--- src/rtl/uart_tx_scheduler_if.sv ---
// Request, TX FIFO handshake and status bundle for the UART packet scheduler.
// master = scheduler side, slave = requesters, FIFO and observers.
interface uart_tx_scheduler_if;
  logic       frame_tick;
  logic [9:0] xpos_tank;
  logic [9:0] ypos_tank;
  logic       shot_req;
  logic [9:0] shot_x;
  logic [9:0] shot_y;
  logic       status_req;
  logic [7:0] status_in;
  logic       tx_full;
  logic [7:0] tx_data;
  logic       tx_wr;
  logic       busy;
  logic       pkt_done;
  logic [7:0] drop_cnt;

  modport master (
    input  frame_tick, xpos_tank, ypos_tank, shot_req, shot_x, shot_y,
           status_req, status_in, tx_full,
    output tx_data, tx_wr, busy, pkt_done, drop_cnt
  );

  modport slave (
    output frame_tick, xpos_tank, ypos_tank, shot_req, shot_x, shot_y,
           status_req, status_in, tx_full,
    input  tx_data, tx_wr, busy, pkt_done, drop_cnt
  );
endinterface

--- src/rtl/uart_tx_scheduler.sv ---
// Arbitrates shot/status/position requests and serialises each into a
// 6-byte packet (SYNC, TYPE, P0, P1, P2, CHK) written into the UART TX FIFO.
//   state  | meaning
//   S_IDLE | waiting for a pending request; loads the winner's packet
//   S_SEND | writing packet bytes, stalls while the FIFO is full
//   S_GAP  | enforced idle time after a packet
module uart_tx_scheduler #(
  parameter logic [7:0]  SYNC_BYTE = 8'hA5,
  parameter int unsigned MIN_GAP   = 4
) (
  input  logic                clk,
  input  logic                rst_n,
  uart_tx_scheduler_if.master bus
);

  localparam int unsigned   GW       = (MIN_GAP > 1) ? $clog2(MIN_GAP) : 1;
  localparam logic [GW-1:0] GAP_LOAD = (MIN_GAP > 0) ? GW'(MIN_GAP - 1) : '0;

  typedef enum logic [1:0] {S_IDLE, S_SEND, S_GAP} state_t;

  state_t          r_state;
  state_t          w_state_nx;
  logic            r_pos_pend;
  logic            r_shot_pend;
  logic            r_stat_pend;
  logic [23:0]     r_pos_pl;
  logic [23:0]     r_shot_pl;
  logic [23:0]     r_stat_pl;
  logic [5:0][7:0] r_pkt;
  logic [2:0]      r_idx;
  logic [GW-1:0]   r_gap_cnt;
  logic            r_pkt_done;
  logic [7:0]      r_drop_cnt;

  logic            w_any_pend;
  logic            w_load;
  logic            w_take_shot;
  logic            w_take_stat;
  logic            w_take_pos;
  logic [7:0]      w_type;
  logic [23:0]     w_pl;
  logic [7:0]      w_chk;
  logic            w_wr;
  logic            w_last_wr;
  logic [7:0]      w_tx_data;
  logic [1:0]      w_drop_n;
  logic [8:0]      w_drop_sum;

  assign w_any_pend  = r_pos_pend | r_shot_pend | r_stat_pend;
  assign w_load      = (r_state == S_IDLE) && w_any_pend;
  assign w_take_shot = w_load && r_shot_pend;
  assign w_take_stat = w_load && !r_shot_pend && r_stat_pend;
  assign w_take_pos  = w_load && !r_shot_pend && !r_stat_pend && r_pos_pend;

  always_comb begin
    w_type = 8'h01;
    w_pl   = r_pos_pl;
    if (r_shot_pend) begin
      w_type = 8'h02;
      w_pl   = r_shot_pl;
    end else if (r_stat_pend) begin
      w_type = 8'h03;
      w_pl   = r_stat_pl;
    end
  end

  assign w_chk = w_type ^ w_pl[23:16] ^ w_pl[15:8] ^ w_pl[7:0];

  // A request on its own capture edge re-arms the flag and is not a drop.
  assign w_drop_n = {1'b0, bus.shot_req   && r_shot_pend && !w_take_shot}
                  + {1'b0, bus.status_req && r_stat_pend && !w_take_stat}
                  + {1'b0, bus.frame_tick && r_pos_pend  && !w_take_pos};
  assign w_drop_sum = {1'b0, r_drop_cnt} + {7'd0, w_drop_n};

  always_ff @(posedge clk or negedge rst_n) begin
    if (!rst_n) begin
      r_state <= S_IDLE;
    end else begin
      r_state <= w_state_nx;
    end
  end

  always_comb begin
    w_state_nx = r_state;
    w_wr       = 1'b0;
    w_tx_data  = 8'h00;
    case (r_state)
      S_IDLE: begin
        if (w_any_pend) w_state_nx = S_SEND;
      end
      S_SEND: begin
        w_tx_data = r_pkt[r_idx];
        w_wr      = !bus.tx_full;
        if (w_wr && (r_idx == 3'd5)) w_state_nx = (MIN_GAP == 0) ? S_IDLE : S_GAP;
      end
      S_GAP: begin
        if (r_gap_cnt == '0) w_state_nx = S_IDLE;
      end
      default: w_state_nx = S_IDLE;
    endcase
  end

  assign w_last_wr = w_wr && (r_idx == 3'd5);

  always_ff @(posedge clk or negedge rst_n) begin
    if (!rst_n) begin
      r_pos_pend  <= 1'b0;
      r_shot_pend <= 1'b0;
      r_stat_pend <= 1'b0;
      r_pos_pl    <= '0;
      r_shot_pl   <= '0;
      r_stat_pl   <= '0;
      r_drop_cnt  <= '0;
    end else begin
      if (bus.shot_req) begin
        r_shot_pend <= 1'b1;
        r_shot_pl   <= {bus.shot_x, bus.shot_y, 4'h0};
      end else if (w_take_shot) begin
        r_shot_pend <= 1'b0;
      end
      if (bus.status_req) begin
        r_stat_pend <= 1'b1;
        r_stat_pl   <= {bus.status_in, 16'h0000};
      end else if (w_take_stat) begin
        r_stat_pend <= 1'b0;
      end
      if (bus.frame_tick) begin
        r_pos_pend <= 1'b1;
        r_pos_pl   <= {bus.xpos_tank, bus.ypos_tank, 4'h0};
      end else if (w_take_pos) begin
        r_pos_pend <= 1'b0;
      end
      r_drop_cnt <= w_drop_sum[8] ? 8'hFF : w_drop_sum[7:0];
    end
  end

  always_ff @(posedge clk or negedge rst_n) begin
    if (!rst_n) begin
      r_pkt      <= '0;
      r_idx      <= '0;
      r_gap_cnt  <= '0;
      r_pkt_done <= 1'b0;
    end else begin
      if (w_load) begin
        r_pkt <= {w_chk, w_pl[7:0], w_pl[15:8], w_pl[23:16], w_type, SYNC_BYTE};
        r_idx <= '0;
      end else if (w_wr) begin
        r_idx <= r_idx + 3'd1;
      end
      if (w_last_wr) begin
        r_gap_cnt <= GAP_LOAD;
      end else if ((r_state == S_GAP) && (r_gap_cnt != '0)) begin
        r_gap_cnt <= r_gap_cnt - 1'b1;
      end
      r_pkt_done <= w_last_wr;
    end
  end

  assign bus.tx_wr    = w_wr;
  assign bus.tx_data  = w_tx_data;
  assign bus.busy     = (r_state != S_IDLE);
  assign bus.pkt_done = r_pkt_done;
  assign bus.drop_cnt = r_drop_cnt;

endmodule

--- src/flat_wrapper.sv ---
// flat-port wrapper written by rule: the top's interface ports become plain ports
module uart_tx_scheduler_flat 
#(
  parameter logic [7:0]  SYNC_BYTE = 8'hA5,
  parameter int unsigned MIN_GAP   = 4
)
  (clk, rst_n, bus_frame_tick, bus_xpos_tank, bus_ypos_tank, bus_shot_req, bus_shot_x, bus_shot_y, bus_status_req, bus_status_in, bus_tx_full, bus_tx_data, bus_tx_wr, bus_busy, bus_pkt_done, bus_drop_cnt);
  uart_tx_scheduler_if bus_i ();
  input  logic clk;
  input  logic rst_n;
  input wire logic [$bits(bus_i.frame_tick)-1:0] bus_frame_tick;
  input wire logic [$bits(bus_i.xpos_tank)-1:0] bus_xpos_tank;
  input wire logic [$bits(bus_i.ypos_tank)-1:0] bus_ypos_tank;
  input wire logic [$bits(bus_i.shot_req)-1:0] bus_shot_req;
  input wire logic [$bits(bus_i.shot_x)-1:0] bus_shot_x;
  input wire logic [$bits(bus_i.shot_y)-1:0] bus_shot_y;
  input wire logic [$bits(bus_i.status_req)-1:0] bus_status_req;
  input wire logic [$bits(bus_i.status_in)-1:0] bus_status_in;
  input wire logic [$bits(bus_i.tx_full)-1:0] bus_tx_full;
  output wire logic [$bits(bus_i.tx_data)-1:0] bus_tx_data;
  output wire logic [$bits(bus_i.tx_wr)-1:0] bus_tx_wr;
  output wire logic [$bits(bus_i.busy)-1:0] bus_busy;
  output wire logic [$bits(bus_i.pkt_done)-1:0] bus_pkt_done;
  output wire logic [$bits(bus_i.drop_cnt)-1:0] bus_drop_cnt;
  assign bus_i.frame_tick = bus_frame_tick;
  assign bus_i.xpos_tank = bus_xpos_tank;
  assign bus_i.ypos_tank = bus_ypos_tank;
  assign bus_i.shot_req = bus_shot_req;
  assign bus_i.shot_x = bus_shot_x;
  assign bus_i.shot_y = bus_shot_y;
  assign bus_i.status_req = bus_status_req;
  assign bus_i.status_in = bus_status_in;
  assign bus_i.tx_full = bus_tx_full;
  assign bus_tx_data = bus_i.tx_data;
  assign bus_tx_wr = bus_i.tx_wr;
  assign bus_busy = bus_i.busy;
  assign bus_pkt_done = bus_i.pkt_done;
  assign bus_drop_cnt = bus_i.drop_cnt;
  uart_tx_scheduler #(.SYNC_BYTE(SYNC_BYTE), .MIN_GAP(MIN_GAP)) u_core (.clk(clk), .rst_n(rst_n), .bus(bus_i));
endmodule
--- config.mk ---
export PLATFORM = sky130hd
export DESIGN_NAME = uart_tx_scheduler_flat
export DESIGN_NICKNAME = d
export VERILOG_FILES = /design/src/rtl/uart_tx_scheduler_if.sv /design/src/rtl/uart_tx_scheduler.sv /design/src/flat_wrapper.sv
export SDC_FILE = /design/constraint.sdc
export NUM_CORES = 1
export LEC_CHECK = 0
export BUFFER_PORTS_ARGS = -buffer_cell sky130_fd_sc_hd__buf_2
export CORE_ASPECT_RATIO = 1.5
export CORE_MARGIN = 3
export CORE_UTILIZATION = 40
export CTS_CLUSTER_DIAMETER = 60
export DETAILED_ROUTE_END_ITERATION = 6
export GPL_ROUTABILITY_DRIVEN = 0
export GPL_TIMING_DRIVEN = 0
export MAX_ROUTING_LAYER = met4
export PLACE_DENSITY_LB_ADDON = 0.12
export SLEW_MARGIN = 20
export SYNTH_ARGS = -nofsm -noshare
export SYNTH_HDL_FRONTEND = slang
export SYNTH_SLANG_ARGS = --single-unit
export TNS_END_PERCENT = 50
--- constraint.sdc ---
create_clock -name clk -period 3.3 [get_ports clk]
set_input_delay 0.165 -clock clk [delete_from_list [all_inputs] [get_ports clk]]
set_output_delay 0.165 -clock clk [all_outputs]
set_load 0.05 [all_outputs]
# After elaboration in Yosys (flattened, before gate mapping)
# Cells that the tools add are included.
dict set report word_totals {
  ff_bits 108
  inputBits 54
  output_inout_bits 19
  elab_cells 88
}
dict set report op_classes {
  addsub 5
  order_cmp 1
  n_eq_ne 6
  muxes 23
  bitwise 5
  reduce_logical 31
}
# operator n
set op_table {}
lappend op_table {{two-way mux 24 bit} 2}
lappend op_table {{binary-select mux 8 bit (select 3 bit)} 1}
lappend op_table {{two-way mux 8 bit} 3}
lappend op_table {{XOR 8 bit} 2}
lappend op_table {{logical AND 1 bit} 15}
lappend op_table {{two-way mux 2 bit} 7}
lappend op_table {{nonzero test 2 bit} 7}
lappend op_table {{adder 8 x 2 -> 9 bit} 1}
lappend op_table {{XOR 2 x 8 -> 8 bit} 1}
lappend op_table {{two-way mux 1 bit} 7}
lappend op_table {{logical NOT 1 bit} 6}
lappend op_table {{two-way mux 3 bit} 2}
lappend op_table {{!= test 2 x 1 -> 1 bit, second input constant} 3}
lappend op_table {{one-hot mux 2 bit (3 select lines)} 1}
lappend op_table {{logical NOT 2 bit} 2}
lappend op_table {{< comparator 3 x 4 -> 1 bit, second input constant} 1}
lappend op_table {{adder 3 x 1 -> 3 bit, second input constant} 1}
lappend op_table {{== test 3 bit, second input constant} 1}
lappend op_table {{AND reduction 3 bit} 1}
lappend op_table {{adder 1 x 1 -> 2 bit} 1}
lappend op_table {{adder 2 x 1 -> 2 bit} 1}
lappend op_table {{== test 2 x 1 -> 1 bit, second input constant} 1}
lappend op_table {{== test 2 bit, second input constant} 1}
lappend op_table {{bitwise OR 1 bit} 2}
lappend op_table {{subtractor 2 x 1 -> 2 bit, second input constant} 1}

# Depth between registers and ports, before layout
dict set report depth {
  ltp_word 11
  mapped_depth 10
  mapped_depth_nobuf 9
}

# Worst setup path before layout
# Ideal clock, no wire load.
dict set report synth_path {
  path_type {register to register}
  from {register u_core.r_state[0]}
  to {register u_core.r_drop_cnt[6] (netlist: u_core.bus.drop_cnt[6])}
  setup_ps 125
  arrival_ps 2665
  path_slack_ps 511
  path_stages_with_launch 11
  path_buffers 1
  synth_period_minus_slack_ps 2789
  cell_sequence {dfrtp_1 or2_0 buf_2 o21ai_0 nor2_1 fa_1 ha_1 fa_1 nand3_1 nor2_1 mux2_2}
}
dict set report synth_between {
  elab_chain_cells 10
}
# item line
set synth_rtl {}
lappend synth_rtl {{start, declared} uart_tx_scheduler.sv:21} ;# state_t r_state;
lappend synth_rtl {{start signal, assigned} uart_tx_scheduler.sv:79} ;# r_state <= w_state_nx;
lappend synth_rtl {{logical NOT 2 bit *} uart_tx_scheduler.sv:50} ;# assign w_load = (r_state == S_IDLE) && w_any_pend;
lappend synth_rtl {{logical AND 1 bit *} uart_tx_scheduler.sv:50}
lappend synth_rtl {{logical AND 1 bit} {uart_tx_scheduler.sv:52, uart_tx_scheduler.sv:53}}
lappend synth_rtl {{logical AND 1 bit (on tied branches)} {uart_tx_scheduler.sv:52, uart_tx_scheduler.sv:53}}
lappend synth_rtl {{logical NOT 1 bit or logical AND 1 bit (tied branches)} {uart_tx_scheduler.sv:71, uart_tx_scheduler.sv:53}}
lappend synth_rtl {{logical AND 1 bit or logical NOT 1 bit (tied branches)} {uart_tx_scheduler.sv:71, uart_tx_scheduler.sv:72}}
lappend synth_rtl {{adder 1 x 1 -> 2 bit or logical AND 1 bit (tied branches)} {uart_tx_scheduler.sv:71, uart_tx_scheduler.sv:72}}
lappend synth_rtl {{adder 2 x 1 -> 2 bit *} uart_tx_scheduler.sv:72} ;# + {1'b0, bus.frame_tick && r_pos_pend && !w_take_pos};
lappend synth_rtl {{adder 8 x 2 -> 9 bit *} uart_tx_scheduler.sv:73} ;# assign w_drop_sum = {1'b0, r_drop_cnt} + {7'd0, w_drop_n};
lappend synth_rtl {{two-way mux 8 bit *} uart_tx_scheduler.sv:133} ;# r_drop_cnt <= w_drop_sum[8] ? 8'hFF : w_drop_sum[7:0];
lappend synth_rtl {{end signal, assigned} uart_tx_scheduler.sv:133}
lappend synth_rtl {{end, declared} uart_tx_scheduler.sv:33} ;# logic [7:0] r_drop_cnt;
# Every way passes the cells marked *; elsewhere a longest branch is shown, timed or not.
# A chain may end at the register's enable or synchronous reset.

# Worst setup path after layout
# Same ends and word-level chain as after synthesis.

==> metrics <==
status finished, final reports clean; CTS Root Cell clkbuf_16; Worst Setup EP u_core.bus.drop_cnt[6]$_DFF_PN0_; Iteration-0 DRC Markers 104; combinational power share 0.434; Final HPWL DP 7.878 mm; GR Overflow Total 0; clock network power share 0.207; Core ar. 11230 sq um; # port buffers 71; Max Buffers Root-to-Sink 2; unrepaired setup endpoints after global routing no; Reg2Reg Setup Slack 330 ps; Internal 2.895 mW; DR WL/cell 16.33 um; post-route antenna net violation count 0; Peak Freq 336.4 MHz; Starting Density 0.4164; most frequent cells in the layout dfrtp_1 (98), buf_2 (77), mux2_2 (57); max cap viols 0; Layout area overhead 18.62%; # diodes 0; layout cells sized above 1 0.3456; Avg Inst Size Synth 11.66 sq um; r2r endpoint u_core.bus.drop_cnt[6]$_DFF_PN0_; cell family with most CP delay adder cells; Slew @ Worst Pin 753.7 ps; clk slew on worst S/H paths 70 ps; most common cell after layout, fill and taps aside dfrtp_1; number of synthesis warnings 0; Peak VDD IR 0.0004443 V; Final Hold Fails 0; leakage power 2.529 nW; WP data arrival 3200 ps; Levels on crit path 10; Crit path largest cell delay 460 ps; FP Rows 47; Final Instance Area 5548 sq um; Non-Filler Instances 636; Worst Setup SP u_core.r_state[0]$_DFFE_PN0P_; Ports 73; Synth Instances 401; Clock Latency Late Sink 340 ps; Max-Slew Margin vs Limit 0.4975; vias in the first global route 3522; ys async rst share 1.000; drt first pass iters 6; Hold Crit Depth 2; total number of vias 3143; worst-path cell chain or2_0 > buf_2 > o21ai_0 > nor2_1 > fa_1 > ha_1 > fa_1 > nand3_1 > nor2_1 > mux2_2; area of placed instances 5250 sq um; gr usage total 0.1787; Yosys cell types 42; net count reported at finish 545; pwr dens 880.1 nW/um^2; Post-CTS Setup Inserts 0; worst hold path type primary input to register; Seq/Total Area, Yosys 0.5243; H-Tree Depth 3; TritonCTS clock tree built; Inserted Clock Buffers 9; initial antenna violation count 0; Fin Clk Skew 7.158 ps; crit path kind register to register; largest net degree at the start of global routing 56; r2r startpoint u_core.r_state[0]$_DFFE_PN0P_; Pwr Total 4.883 mW; Die ar. 13050 sq um; switching power 1.988 mW; Mapped Area 4677 sq um; sequential cell fraction of total power 0.359; Die Height 138.4 um; Primary FF master, synth dfrtp_1; Die W 94.29 um; clock period minus final worst setup slack 2972 ps; Post-route DRC 0; Post-CTS Resized 0; setup TNS 0 ps; clk sink count 98; crit path max fanout 6; final core utilization 0.4939; Post-synth EDFFs 0; routed vias/inst 4.942; Final setup viols 0; slowest CP cell fa_1; Worst setup EP type register; R2R cell count 10; Sw Ratio 0.4071; Buf+Inv Stages, Crit Path 1; crit start category register; FF+latch count, synth 98; Req. time, crit path 3530 ps; Tcrit/Tclk final 0.9007; total routed wirelength 10.39 mm; Post-Syn Nets 462; Final Max Tran Viols 0; first-pass GRT wire length 17.61 mm; placed instance count 620
==> worst min path at each step <==
stage,to,start
after global placement,u_core.r_shot_pl[15]$_DFFE_PN0P_,bus_shot_x[1]
final,u_core.r_shot_pl[15]$_DFFE_PN0P_,bus_shot_x[1]
after CTS,u_core.r_stat_pl[22]$_DFFE_PN0P_,bus_status_in[6]
after detailed placement,u_core.r_pkt[23]$_DFFE_PN0N_,rst_n
after global routing,u_core.r_pos_pl[14]$_DFFE_PN0P_,bus_xpos_tank[0]
after floorplan,u_core.bus.drop_cnt[0]$_DFF_PN0_,rst_n
==> cell type report <==
cell class / count / area [sq um]
Fill cell: 1068 / 5684
Sequential cell: 98 / 2452
Multi-Input combinational cell: 271 / 2039
Timing Repair Buffer: 73 / 399.1
Clock buffer: 12 / 266.5
Tap cell: 147 / 183.9
Buffer: 23 / 151.4
Inverter: 8 / 30.03
Clock inverter: 4 / 25.02
==> worst register-to-register path, cell delays in order, from the launching register on <==
cell and delay [ps]:
dfrtp_1 420, or2_0 280, buf_2 180, o21ai_0 240, nor2_1 100, fa_1 460
ha_1 240, fa_1 450, nand3_1 160, nor2_1 70, mux2_2 260
==> power groups by stage <==
stage	combinational, mW	clock (mW)	sequential, mW
after CTS	2.15	1.04	1.75
final	2.12	1.01	1.75
after global placement	2.12	0	1.76
after floorplan	1.49	0	1.88
after global routing	2.36	1.09	1.79
after detailed placement	2.14	0	1.78
==> metrics by stage <==
stage	setup WS, ps	hold slack (ps)
floorplan	510.6	-130.6
global placement	47.55	396.9
detailed placement	51.15	120.0
CTS	33.48	45.90
global route	170.3	43.58
finish	327.7	51.65
==> synth_stat cells (3+ instances only) <==
cell       n  area, sq um
dfrtp_1   98         2452
mux2_2    57        641.9
nand2_1   50        187.7
o21ai_0   20        100.1
nor2_1    18        67.56
mux2i_1   14        140.1
o21ai_1   14        70.07
xnor2_1   12        105.1
a22oi_1    9        67.56
inv_1      8        30.03
xor2_1     8        70.07
buf_2      7        35.03
buf_6      7        78.83
nand2b_1   7        43.79
o22ai_1    7        43.79
clkbuf_1   6        22.52
nand3_1    6        30.03
a21oi_1    5        25.02
ha_1       5        62.56
o22a_1     5        43.79
a21o_1     4        30.03
and2_1     3        18.77
buf_1      3        11.26
nor2b_1    3        18.77
nor3b_1    3        22.52
==> sequential cells by signal, indices dropped and copies added (netlist names) <==
register,flops
u_core.bus.drop_cnt,8
u_core.bus.pkt_done,1
u_core.r_gap_cnt,2
u_core.r_idx,3
u_core.r_pkt,31
u_core.r_pos_pend,1
u_core.r_pos_pl,20
u_core.r_shot_pend,1
u_core.r_shot_pl,20
u_core.r_stat_pend,1
u_core.r_stat_pl,8
u_core.r_state,2
==> routing by layer <==
metal / part of all wire / up-vias / GRT usage / wire length (um)
met2: 0.53 / 52 / 0.3009 / 5489
met1: 0.43 / 1537 / 0.2223 / 4486
li1: - / 1550 / - / -
met3: 0.031 / 4 / 0.03261 / 327
met4: 0.0080 / 0 / 0.04110 / 83
met5: 0 / - / - / 0
==> logic make-up after synthesis <==
group,after synthesis,share of synthesized area
DFF,98,0.5243
buffers and inverters,32,0.03959
AOI/OAI and AO/OA,72,0.09952
xor gates and xnor gates,20,0.03745
adders and majority gates,7,0.02194
muxes,76,0.1849
and+or+nand+nor,96,0.09229
==> repair_timing <==
action	CTS	global route
hold buffers	1	0
endpoints found under the setup margin	0	2
hold endpoints to repair	43	0
(Power assumes the default switching activity.)
